===== src/rtl/regfile_pkg.sv =====
// Shared constants and the one-hot register decoder for the register-bank write path.
package regfile_pkg;

  localparam int DATA_W = 16;
  localparam int NREGS  = 16;
  localparam int ADDR_W = 4;
  localparam int IDX_W  = 3;
  // Decoder accepts addresses up to DEC_AW bits; callers keep the low NREGS enables.
  localparam int DEC_AW = 8;
  localparam int DEC_W  = 1 << DEC_AW;

  function automatic logic [DEC_W-1:0] onehot_dec(input logic [DEC_AW-1:0] addr);
    logic [DEC_W-1:0] en;
    en       = '0;
    en[addr] = 1'b1;
    return en;
  endfunction

endpackage


===== src/rtl/rr_arbiter.sv =====
// Round-robin grant among NREQ requesters, combinational from req/stall/pointer.
// The pointer moves to one past the granted requester whenever advance is high.
module rr_arbiter
  import regfile_pkg::*;
#(
  parameter int NREQ = 3
) (
  input  logic             clk,
  input  logic             rst_n,
  input  logic [NREQ-1:0]  req,
  input  logic             stall,
  input  logic             advance,
  output logic [NREQ-1:0]  grant,
  output logic [IDX_W-1:0] grant_idx
);

  localparam int SUM_W = IDX_W + 1;

  logic [IDX_W-1:0] ptr;
  logic [NREQ-1:0]  rot;
  logic [IDX_W-1:0] off;
  logic             found;
  logic [SUM_W-1:0] sum;

  always_comb begin
    // Rotate so the pointer sits at bit 0; the lowest set bit is the winner.
    rot   = stall ? '0 : NREQ'({req, req} >> ptr);
    off   = '0;
    found = 1'b0;
    for (int j = NREQ - 1; j >= 0; j--) begin
      if (rot[j]) begin
        found = 1'b1;
        off   = IDX_W'(j);
      end
    end
    sum = {1'b0, ptr} + {1'b0, off};
    if (sum >= SUM_W'(NREQ)) begin
      sum = sum - SUM_W'(NREQ);
    end
    grant_idx = sum[IDX_W-1:0];
    for (int i = 0; i < NREQ; i++) begin
      grant[i] = found && (sum == SUM_W'(i));
    end
  end

  always_ff @(posedge clk or negedge rst_n) begin
    if (!rst_n) begin
      ptr <= '0;
    end else if (advance) begin
      ptr <= (grant_idx == IDX_W'(NREQ - 1)) ? '0 : grant_idx + IDX_W'(1);
    end
  end

endmodule


===== src/rtl/regfile_write_arbiter.sv =====
// Shares the register-bank write port among NREQ writers; one registered write stage (latency 1).
// req_ready is a same-cycle round-robin grant, held low while stall is set; one write per cycle.
module regfile_write_arbiter
  import regfile_pkg::*;
#(
  parameter int NREQ   = 3,
  parameter int DATA_W = regfile_pkg::DATA_W,
  parameter int NREGS  = regfile_pkg::NREGS,
  parameter int ADDR_W = regfile_pkg::ADDR_W
) (
  input  logic                     clk,
  input  logic                     reset_n,
  input  logic [NREQ-1:0]          req_valid,
  input  logic [NREQ*ADDR_W-1:0]   req_addr,
  input  logic [NREQ*DATA_W-1:0]   req_data,
  output logic [NREQ-1:0]          req_ready,
  input  logic                     stall,
  output logic [DATA_W-1:0]        wr_data,
  output logic [NREGS-1:0]         wr_enable,
  output logic [IDX_W-1:0]         grant_id,
  output logic                     addr_err,
  output logic [15:0]              wr_count
);

  logic [NREQ-1:0]   grant;
  logic [IDX_W-1:0]  grant_idx;
  logic              transfer;
  logic [ADDR_W-1:0] sel_addr;
  logic [DATA_W-1:0] sel_data;
  logic              addr_bad;

  rr_arbiter #(.NREQ(NREQ)) u_arb (
    .clk       (clk),
    .rst_n     (reset_n),
    .req       (req_valid),
    .stall     (stall),
    .advance   (transfer),
    .grant     (grant),
    .grant_idx (grant_idx)
  );

  assign req_ready = grant;
  assign transfer  = |(req_valid & grant);

  always_comb begin
    sel_addr = '0;
    sel_data = '0;
    for (int i = 0; i < NREQ; i++) begin
      if (grant[i]) begin
        sel_addr = req_addr[i*ADDR_W +: ADDR_W];
        sel_data = req_data[i*DATA_W +: DATA_W];
      end
    end
  end

  // Out-of-range addresses are consumed but never reach the bank.
  assign addr_bad = 32'(sel_addr) >= 32'(NREGS);

  always_ff @(posedge clk or negedge reset_n) begin
    if (!reset_n) begin
      wr_data   <= '0;
      wr_enable <= '0;
      grant_id  <= '0;
      addr_err  <= 1'b0;
      wr_count  <= '0;
    end else begin
      wr_enable <= '0;
      addr_err  <= 1'b0;
      if (transfer) begin
        if (addr_bad) begin
          addr_err <= 1'b1;
        end else begin
          wr_data   <= sel_data;
          wr_enable <= NREGS'(onehot_dec(DEC_AW'(sel_addr)));
          grant_id  <= grant_idx;
          wr_count  <= wr_count + 16'd1;
        end
      end
    end
  end

endmodule


===== config.mk =====
export PLATFORM = sky130hd
export DESIGN_NAME = regfile_write_arbiter
export DESIGN_NICKNAME = d
export VERILOG_FILES = /design/src/rtl/regfile_pkg.sv /design/src/rtl/rr_arbiter.sv /design/src/rtl/regfile_write_arbiter.sv
export SDC_FILE = /design/constraint.sdc
export NUM_CORES = 1
export LEC_CHECK = 0
export CORE_ASPECT_RATIO = 1.75
export CORE_MARGIN = 2
export CORE_UTILIZATION = 35
export DETAILED_ROUTE_END_ITERATION = 10
export PLACE_DENSITY = 0.68
export SLEW_MARGIN = 20
export SYNTH_ARGS = -nofsm -noshare
export SYNTH_HDL_FRONTEND = slang
export SYNTH_SLANG_ARGS = --single-unit

===== constraint.sdc =====
create_clock -name clk -period 7.1 [get_ports clk]
set_clock_uncertainty 0.05 [all_clocks]
set_input_delay 2.13 -clock clk [delete_from_list [all_inputs] [get_ports clk]]
set_output_delay 2.13 -clock clk [all_outputs]
set_load 0.03 [all_outputs]

# Word level (Yosys, flattened, before mapping)
# Index checks and enable logic that the tools add are counted.
# word_totals
ff_bits	54
out_inout_bits	55
elab_cells	41
# op_classes
add_sub_neg	4
magnitude_cmp	3
eq_ne	3
n_shift	1
n_mux	18
bitwise_logic	1
reduce_logical	6
# op_table
op	n
two-way mux 16 bit	4
adder 16 x 1 -> 16 bit (second input constant)	1
two-way mux 4 bit	4
two-way mux 3 bit	4
less-than comparator 4 x 9 -> 1 bit (second input constant)	1
>> shifter 6 x 3 -> 3 bit	1
adder 3 x 3 -> 4 bit	1
demux 1 bit (select 4 bit)	1
== test 4 x 1 -> 1 bit (second input constant)	1
== test 4 x 2 -> 1 bit (second input constant)	1
greater-or-equal comparator 4 x 1 -> 1 bit (second input constant)	1
greater-or-equal comparator 4 x 2 -> 1 bit (second input constant)	1
logical AND 1 bit	4
logical NOT 4 bit	1
two-way mux 1 bit	4
subtractor 4 x 2 -> 4 bit (second input constant)	1
adder 3 x 1 -> 3 bit (second input constant)	1
AND 3 bit	1
== test 3 x 2 -> 1 bit (second input constant)	1
OR reduction 3 bit	1
two-way mux 2 bit	1

# Logic depth before layout (Yosys ltp)
# Gate-level depths: netlist of the first run.
# logic_depth
depth_word	18
ltp_mapped	17

# Hierarchy
# A second synthesis of the first run with hierarchy kept.
# hier_totals
cells_unflattened	322
area_unflattened_um2	3119.2
# by_module_without_submodules
mod	n_inst	cells_per_inst	area_each_um2	seq_area_each_um2
regfile_write_arbiter	1	223	2366.0	1276.2
rr_arbiter	1	99	753.2	75.1

# Least setup slack after synthesis of the first run
# Ideal clock, no wire load.
# synth_timing
path_type	input to output
startpoint	input req_valid[0]
endpoint	output req_ready[2]
arrival_ns	5.494
required_time_ns	4.920
slack_ns	-0.574
stages	12
n_path_buf	3
path_cell_list	mux2i_1 and3b_1 nor4_1 fa_1 ha_1 buf_6 nor2b_1 and4_1 nor3_2 buf_4 buf_2 nor3_1
# synth_between
elab_chain_len	10
elab_cells_between_ends	14
cone_classes	add/sub: 2; order compare: 1; eq/ne: 1; shift: 1; mux: 8; reduce/logical: 1
# synth_rtl
element	line	text
from (decl)	regfile_write_arbiter.sv:13	input logic [NREQ-1:0] req_valid,
>> shifter 6 x 3 -> 3 bit *	rr_arbiter.sv:27	rot = stall ? '0 : NREQ'({req, req} >> ptr);
two-way mux 3 bit *	rr_arbiter.sv:27	
two-way mux 2 bit	rr_arbiter.sv:31	if (rot[j]) begin
two-way mux 3 bit (2 in a row)	rr_arbiter.sv:31	
adder 3 x 3 -> 4 bit	rr_arbiter.sv:36	sum = {1'b0, ptr} + {1'b0, off};
subtractor 4 x 2 -> 4 bit or greater-or-equal comparator 4 x 2 -> 1 bit (tied branches)	rr_arbiter.sv:38, rr_arbiter.sv:37	
two-way mux 4 bit	rr_arbiter.sv:37	if (sum >= SUM_W'(NREQ)) begin
== test 4 x 2 -> 1 bit	rr_arbiter.sv:42	grant[i] = found && (sum == SUM_W'(i));
logical AND 1 bit *	rr_arbiter.sv:42	
to (decl)	regfile_write_arbiter.sv:16	output logic [NREQ-1:0] req_ready,
# Mark *: on every way between the ends. The rest lies on a longest branch, timed or not.

# Final worst setup path of the first run
# Same ends and word-level chain as after synthesis.

==> metrics.cfg, run 1 <==
[sta]
setup_viol=3
fin_crit_ns=7.23
fmax_mhz=138
setup_ws_ns=-0.130
slew_headroom_pct=33.0
setup_tns_ns=-0.302
tightest_slew_ns=1.00
fin_crit_sh_pct=102
hold_viol=0
holdWs_ns=0.420
rsz0062_at_grt=yes
slew_violations=0

[yosys]
yosysWarnings=0
synth_seq_cells=54
synthArstFlopShare_pct=100
synth_area_leaders=dfrtp_1 42%, mux2i_1 8.3%, mux2_2 6.2%
synth.avg_cell_area_um2=10.5
yosys.area.top_type=dfrtp_1
synth_cell_types=61
synth_cells=309
synth_edf_count=0
synth_nets=380
yosysSeqAreaShare_pct=41.6
yosysTopAreaCellShare_pct=41.6
netlist_area_um2=3250
ys.flop_type=dfrtp_1

[critical_path]
crit_required_ns=4.92
crit_type=input pin to output pin
arrival_ns=5.05
startpoint_type=input pin
crit_chain=buf_8, mux2i_4, nor3_2, mux2i_1, nor3_2, ha_2, fa_2, ha_4, a21bo_4, mux2i_2, a221oi_2, buf_4, or2_4, nor3_4, buf_6
critPathMaxStageDelay_ns=0.57
critPathMaxFanout=4
crit_slowest_cell=fa_2
crit_path_frequent_cell=nor3_2
r2r_slack_ns=2.15
cp-end-kind=output pin

[final_layout]
design_area_um2=5070
final_common_cell=clkdlybuf4s50_1
drive_above_1_share_pct=24.1
utilization_pct=56.2
mostFrequentLayoutCells=111 x clkdlybuf4s50_1, 54 x dfrtp_1, 37 x buf_4
regArea_um2=1350
synthToLayoutAreaGrowth_pct=56.3
multi_input_area_um2=1880
nNetsFinal=522
nFillCells=817
diodes=0

[cts]
cts_hold_buf=0
cts_buffer_depth=2
clkSlewWorstSetupHoldPaths_ns=0.07
cts_tree=done
clk_latency_ns=0.29
cts_made_buffers=5
clock_sinks=54
h-tree-depth=2
cts_root_buffer=clkbuf_16

[global_route]
met3_usage_pct=2.27
use_met1_pct=18.6
grt_use_met2_pct=40.1
antenna_found_initial=0
track_usage_pct=19.5
grt-ovfl-total=0
grt_max_degree=55
grt_pass1_wl_um=15700
first_global_vias=3133
gr-max-usage-layer=met2

[placement]
dpl_cell_area_um2=4740
gp_routability_congestion=0.808
io_buffers=119
pre_cts_slack_ns=-0.667
post-dp-hpwl_um=7640

[drt]
vias=3054
drtAntennaViolNets=0
drt_pass1_iterations=5
vias_per_cell=5.34
wl_um=10100
wl_per_cell_um=17.7
drtIter0Drc=75
drc=0

[floorplanning]
die_h_um=131
rows=46
start_util_pct=35.9
ioPinCount=121
fp.dieW_um=76.8
dieArea_um2=10100
coreArea_um2=9040

[pwr]
ir_worst_vdd_mv=0.299
p_per_area_nw_per_um2=615
p_leak_uw=0.00212

[min_path]
worstHoldPathType=flip-flop to flip-flop

[status]
violations=setup timing
status=finished, violations left

[job]
maxCapViolCount=0

-- power by group --
| part | switching (uW) | internal (uW) |
|---|---|---|
| clock network | 104 | 167 |
| registers | 75.5 | 403 |
| logic | 1360 | 1010 |
-- final timing paths --
path	startpoint	cells after the start	end
worst max-delay path	req_valid[0]	15	req_ready[2]
worst min-delay path	wr_count[15]$_DFFE_PN0P_	1	wr_count[15]$_DFFE_PN0P_
worst max register to register	u_arb.ptr[2]$_DFFE_PN0P_	14	wr_data[9]$_DFFE_PN0P_
worst min register to register	wr_count[15]$_DFFE_PN0P_	1	wr_count[15]$_DFFE_PN0P_
max in group asynchronous	reset_n	2	wr_data[3]$_DFFE_PN0P_
min in group asynchronous	reset_n	2	grant_id[2]$_DFFE_PN0P_
-- cell type report --
type / count / share of cell area, %
Multi-Input combinational cell: 227 / 37.0
Timing Repair Buffer: 159 / 29.9
Sequential cell: 54 / 26.6
Tap cell: 120 / 2.96
Clock buffer: 7 / 2.61
Clock inverter: 1 / 0.592
Inverter: 4 / 0.296
-- cell families (layout without fill, tap and decap cells) --
logic type / Yosys count / count (layout) / share of synthesized area (%)
DFF: 54 / 54 / 41.6
xor gates and xnor gates: 15 / 15 / 4.05
other: 1 / 1 / 0.115
buffers and inverters: 28 / 171 / 4.97
and+or+nand+nor: 110 / 110 / 19.5
adders and majority gates: 5 / 5 / 2.16
muxes: 48 / 48 / 15.7
AOI/OAI and AO/OA: 48 / 48 / 11.9
-- state kept, by name, indices dropped and copies added, names as in the netlist --
signal / flops
grant_id: 3
u_arb.ptr: 3
wr_count: 16
wr_data: 16
wr_enable: 16
-- worst max-delay path, delay by kind of cell --
kind | cells | cell delay (ns)
AND/OR/NAND/NOR | 4 | 0.75
AO/OA/AOI/OAI | 2 | 0.33
adder cells (fa/ha/maj) | 3 | 0.94
buffers and inverters | 3 | 0.39
multiplexers | 3 | 0.50
-- cells in the mapped netlist (all sizes together), types with 2 or more instances --
master and n:
dfrtp 54, mux2i 28, nand3 26, nor4 21
mux2 20, buf 19, o22ai 16, nor3 14
nand2 12, nor2 12, xor2 12, nand4 6
clkbuf 5, a211oi 4, a21oi 4, ha 4
inv 4, and2 3, and3 3, nor2b 3
o21ai 3, xnor2 3, a211o 2, a22o 2
a2bb2oi 2, nor4b 2, o21a 2, or3 2
-- layer usage --
layer | wire length [um] | part of all wire [%]
met1 | 3590 | 35
met2 | 5890 | 58
met3 | 262 | 2.6
met4 | 391 | 3.9
met5 | 0 | 0
-- per-stage QoR --
stage	std cells	total power (uW)
6_report	572	3120
5_1_grt	572	3320
4_1_cts	566	3040
3_5_place_dp	555	2710
3_3_place_gp	555	2660
2_1_floorplan	309	2080
-- what timing repair did --
| item | CTS | global route |
|---|---|---|
| pin swaps | 7 | 13 |
| endpoints found under the hold margin | 0 | 0 |
| setup endpoints to repair | 3 | 3 |
| setup buffers | 3 | 7 |
| gates resized for setup | 35 | 10 |
Power figures use the tool's default switching activity.
==> run 2: changes to the inputs <==
--- a/config.mk
+++ b/config.mk
@@ -14,3 +14,4 @@
 export SYNTH_ARGS = -nofsm -noshare
 export SYNTH_HDL_FRONTEND = slang
 export SYNTH_SLANG_ARGS = --single-unit
+export TNS_END_PERCENT = 30
==> run 2 against run 1 <==
Effect of this change: the run still ends with setup timing left; worst hold slack lost 0.0082 ns; non-clock buffer count down 2; flip-flop and latch count unchanged; final cell count decreased by 0.35%; via count decreased by 0.26%; final area shrank 0.62%; maximum frequency grew 1.0%; sequential share of layout area up 0.17 points; core utilization is 0.35 points lower; first-iteration DRC count rose by 23%.
==> metrics.cfg, run 2 (synthesized netlist as in run 1, its figures left out) <==
[status]
violations=setup timing
status=finished, violations left

[sta]
slew_headroom_pct=32.0  ; -1.1 points
fin_crit_sh_pct=101  ; -1.0 points
holdWs_ns=0.412  ; -0.00817 ns
fmax_mhz=140  ; +1.0%
setup_viol=3  ; unchanged
tightest_slew_ns=1.02  ; +0.0162 ns
rsz0062_at_grt=yes
slew_violations=0  ; unchanged
setup_ws_ns=-0.0579  ; +0.0726 ns
fin_crit_ns=7.16  ; -0.0726 ns
hold_viol=0  ; unchanged

[floorplanning]
rows=46  ; unchanged
start_util_pct=35.9  ; unchanged
die_h_um=131  ; unchanged
coreArea_um2=9040  ; unchanged
ioPinCount=121  ; unchanged
fp.dieW_um=76.8  ; unchanged
dieArea_um2=10100  ; unchanged

[final_layout]
synthToLayoutAreaGrowth_pct=55.3
mostFrequentLayoutCells=111 x clkdlybuf4s50_1, 54 x dfrtp_1, 38 x buf_4
nNetsFinal=520  ; -0.38%
drive_above_1_share_pct=23.8  ; -0.34 points
nFillCells=839  ; +2.7%
final_common_cell=clkdlybuf4s50_1
top_regs=wr_count (16), wr_data (16), wr_enable (16)
diodes=0  ; unchanged

[cts]
cts_made_buffers=5  ; unchanged
cts_buffer_depth=2  ; unchanged
cts_tree=done
cts_root_buffer=clkbuf_16
clock_sinks=54  ; unchanged
clk_latency_ns=0.29  ; about the same
h-tree-depth=2  ; unchanged
clkSlewWorstSetupHoldPaths_ns=0.06  ; about the same

[min_path]
min_from=wr_count[15]$_DFFE_PN0P_
min_path_cells=1  ; unchanged
min_to=wr_count[15]$_DFFE_PN0P_
worstHoldPathType=flip-flop to flip-flop

[critical_path]
critPathMaxFanout=4  ; unchanged
crit_required_ns=4.92  ; about the same
crit_path_frequent_cell=buf_6
r2r_end=wr_data[12]$_DFFE_PN0P_
crit_family=simple AND/OR/NAND/NOR gates
rr_worst_depth=14  ; unchanged
r2r-start=u_arb.ptr[0]$_DFFE_PN0P_
crit_chain=buf_8, mux2i_2, and3b_2, nor3_2, ha_2, fa_2, ha_4, nand2_2, a21oi_2, nand4b_1, or3_4, buf_6, nor2_4, buf_6
critPathMaxStageDelay_ns=0.49  ; -0.08 ns
r2r_slack_ns=2.24  ; +0.09 ns
crit_type=input pin to output pin
crit_slowest_cell=fa_2
critPathBufInv=3  ; unchanged
cp-end-kind=output pin
startpoint_type=input pin
arrival_ns=4.98  ; -0.07 ns

[drt]
drc=0  ; unchanged
vias=3046  ; -0.26%
drt_pass1_iterations=4  ; -1
wl_um=9720  ; -4.1%
vias_per_cell=5.34  ; about the same
drtAntennaViolNets=0  ; unchanged
wl_per_cell_um=17.0  ; -3.7%
drtIter0Drc=92  ; +23%

[global_route]
track_usage_pct=19.7  ; +0.15 points
first_global_vias=3161  ; +0.89%
grt_max_degree=55  ; unchanged
antenna_found_initial=0  ; unchanged
grt_pass1_wl_um=15800  ; +0.84%
grt-ovfl-total=0  ; unchanged

[job]
maxCapViolCount=0  ; unchanged

[placement]
io_buffers=119  ; unchanged
post-dp-hpwl_um=7470  ; -2.3%
gp_routability_congestion=0.868  ; +7.3%

-- run 2: metrics by stage --
step / cells / instance area [um^2] / TNS (ns) / util [%] / worst slack (ns)
2_1_floorplan: 309 / 3290 / -0.460 / - / -0.165
3_3_place_gp: 559 / 4760 / -1.38 / 52.7 / -0.538
3_5_place_dp: 559 / 4760 / -1.63 / 52.7 / -0.598
4_1_cts: 569 / 5030 / -0.0870 / 55.7 / -0.0489
5_1_grt: 570 / 5040 / -0.543 / 55.8 / -0.193
6_report: 570 / 5040 / -0.121 / 55.8 / -0.0579
-- run 2: cell type report --
class                   count  area [um^2]  share of cell area, %
inverters                   4         15.0                  0.298
clock inverters             1         30.0                  0.595
flip-flops and latches     54         1350                   26.8
repair buffers            157         1500                   29.7
well taps                 120          150                   2.98
multi-input cells         227         1870                   37.0
clock buffers               7          133                   2.63
-- run 2: worst max path at each step --
stage	slack (ns)	cells after the start	to	from
after global placement	-0.54	15	req_ready[1]	req_valid[0]
after CTS	-0.05	16	req_ready[1]	req_valid[1]
after global routing	-0.19	14	req_ready[1]	req_valid[2]
final	-0.06	14	req_ready[1]	req_valid[2]
after floorplan	-0.17	15	req_ready[1]	req_valid[1]
after detailed placement	-0.60	14	req_ready[1]	req_valid[2]
-- run 2: timing repair --
action / in CTS / in global routing
setup endpoints to repair: 3 / 3
buffers inserted: 3 / 1
hold buffers: 0 / 0
pin swaps: 11 / 3
resized for setup: 41 / 2
-- run 2: metal layers --
layer	share of wire, %	global-route usage, %	vias up
li1	-	-	1443
met1	36	21.2	1480
met2	57	37.0	98
met3	3.5	2.13	25
met4	3.8	10.0	0
met5	0	0	-
Power of run 2 is left out: the tool's default activity adds up to more than one toggle a clock period on the data nets, which glitch-free logic cannot reach.
==> run 3: changes to the inputs <==
--- a/config.mk
+++ b/config.mk
@@ -8,6 +8,7 @@
 export CORE_ASPECT_RATIO = 1.75
 export CORE_MARGIN = 2
 export CORE_UTILIZATION = 35
+export CTS_BUF_LIST = sky130_fd_sc_hd__clkbuf_2
 export DETAILED_ROUTE_END_ITERATION = 10
 export PLACE_DENSITY = 0.68
 export SLEW_MARGIN = 20
==> run 3 against run 2 <==
Effect of this change: flip-flop and latch count stayed put; maximum frequency about the same; sequential share of layout area increased by 0.51 points; critical endpoint unchanged; final area shrank 1.9%; the run still ends with setup timing left.
==> metrics.cfg, run 3 (synthesized netlist as in run 1, its figures left out) <==
[floorplanning]
ioPinCount=121  ; unchanged
rows=46  ; unchanged
die_h_um=131  ; unchanged
start_util_pct=35.9  ; unchanged
coreArea_um2=9040  ; unchanged
fp.dieW_um=76.8  ; unchanged
dieArea_um2=10100  ; unchanged

[min_path]
min_path_cells=1  ; unchanged
worstHoldPathType=flip-flop to flip-flop
min_from=wr_count[15]$_DFFE_PN0P_
min_to=wr_count[15]$_DFFE_PN0P_

[cts]
cts_buffer_depth=2  ; unchanged
cts_hold_buf=0  ; unchanged
cts_made_buffers=5  ; unchanged
h-tree-depth=2  ; unchanged
cts_tree=done
clkSlewWorstSetupHoldPaths_ns=0.23  ; +0.17 ns
clock_sinks=54  ; unchanged
cts_root_buffer=clkbuf_2
clk_latency_ns=0.44  ; +0.15 ns

[sta]
hold_viol=0  ; unchanged
fmax_mhz=140  ; about the same
setup_viol=3  ; unchanged
slew_violations=0  ; unchanged
fin_crit_ns=7.16  ; +0.00377 ns
setup_ws_ns=-0.0617  ; -0.00377 ns
setup_tns_ns=-0.111  ; +0.00974 ns
rsz0062_at_grt=yes
slew_headroom_pct=31.5  ; -0.46 points
tightest_slew_ns=1.03  ; +0.00682 ns
fin_crit_sh_pct=101  ; about the same
holdWs_ns=0.429  ; +0.0171 ns

[critical_path]
startpoint_type=input pin
r2r-start=u_arb.ptr[0]$_DFFE_PN0P_
r2r_slack_ns=2.23  ; about the same
cp-end-kind=output pin
arrival_ns=4.98  ; about the same
crit_type=input pin to output pin
rr_worst_depth=14  ; unchanged
crit_required_ns=4.92  ; about the same
r2r_end=wr_data[7]$_DFFE_PN0P_
critPathMaxFanout=4  ; unchanged

[drt]
drt_pass1_iterations=4  ; unchanged
wl_per_cell_um=17.0  ; -0.22%
drtIter0Drc=77  ; -16%
vias_per_cell=5.34  ; about the same
drc=0  ; unchanged
wl_um=9710  ; about the same
drtAntennaViolNets=0  ; unchanged
vias=3049  ; +0.098%

[final_layout]
stdcell_count=571  ; +0.18%
top_regs=wr_count (16), wr_data (16), wr_enable (16)
mostFrequentLayoutCells=111 x clkdlybuf4s50_1, 54 x dfrtp_1, 38 x buf_4
synthToLayoutAreaGrowth_pct=52.4
drive_above_1_share_pct=24.2  ; +0.44 points
nNetsFinal=520  ; unchanged
final_common_cell=clkdlybuf4s50_1
nFillCells=855  ; +1.9%

[placement]
io_buffers=119  ; unchanged
pre_cts_slack_ns=-0.598  ; unchanged
gp_routability_congestion=0.868  ; unchanged
dp.cells=559  ; unchanged
post-dp-hpwl_um=7470  ; unchanged

[global_route]
grt-ovfl-total=0  ; unchanged
grt_max_degree=55  ; unchanged
antenna_found_initial=1  ; +1
first_global_vias=3136  ; -0.79%
grt_pass1_wl_um=15600  ; -0.92%
track_usage_pct=19.4  ; -0.25 points

[status]
status=finished, violations left
violations=setup timing

[job]
maxCapViolCount=0  ; unchanged

[run 3: cell count changes in the layout (fill, tap and decap cells not counted)]
cell and delta:
clkbuf_2 +7, clkbuf_16 -5, clkbuf_1 -2, diode_2 +1
[run 3: what timing repair did]
item | in CTS | in global routing
pin swaps | 11 | 3
endpoints found under the setup margin | 3 | 3
gates resized for setup | 41 | 2
setup buffers | 3 | 1
[run 3: layout make-up]
type / count / area, um^2 / share of cell area [%]
well taps: 120 / 150 / 3.03
clock inverters: 1 / 30.0 / 0.607
clock buffers: 7 / 35.0 / 0.708
inverters: 4 / 15.0 / 0.303
diodes: 1 / 2.50 / 0.0506
multi-input cells: 227 / 1870 / 37.7
repair buffers: 157 / 1500 / 30.2
flip-flops and latches: 54 / 1350 / 27.3
[run 3: worst max-delay path: stages]
cell and delay [ns]:
buf_8 0.11, mux2i_2 0.17, and3b_2 0.28, nor3_2 0.19
ha_2 0.22, fa_2 0.49, ha_4 0.27, nand2_2 0.07
a21oi_2 0.04, nand4b_1 0.21, or3_4 0.45, buf_6 0.14
nor2_4 0.07, buf_6 0.13
[run 3: worst max-delay path by stage]
stage            startpoint           end  slack (ns)  depth (start not counted)
6_report       req_valid[2]  req_ready[1]       -0.06                         14
3_3_place_gp   req_valid[0]  req_ready[1]       -0.54                         15
3_5_place_dp   req_valid[2]  req_ready[1]       -0.60                         14
2_1_floorplan  req_valid[1]  req_ready[1]       -0.17                         15
4_1_cts        req_valid[1]  req_ready[1]       -0.05                         16
5_1_grt        req_valid[2]  req_ready[1]       -0.19                         14
[run 3: per-layer routing]
| layer | routed length (um) | GRT usage [%] | share of wire [%] | vias to the layer above |
|---|---|---|---|---|
| met1 | 3480 | 20.8 | 36 | 1488 |
| li1 | - | - | - | 1442 |
| met5 | 0 | 0 | 0 | - |
| met2 | 5520 | 36.7 | 57 | 95 |
| met3 | 364 | 2.34 | 3.7 | 24 |
| met4 | 354 | 9.29 | 3.6 | 0 |
[run 3: stage by stage]
stage | instance area (um^2) | utilization [%]
6_report | 4950 | 54.8
5_1_grt | 4950 | 54.8
4_1_cts | 4930 | 54.6
2_1_floorplan | 3290 | -
3_3_place_gp | 4760 | 52.7
3_5_place_dp | 4760 | 52.7
Power of run 3 is left out for the same reason.
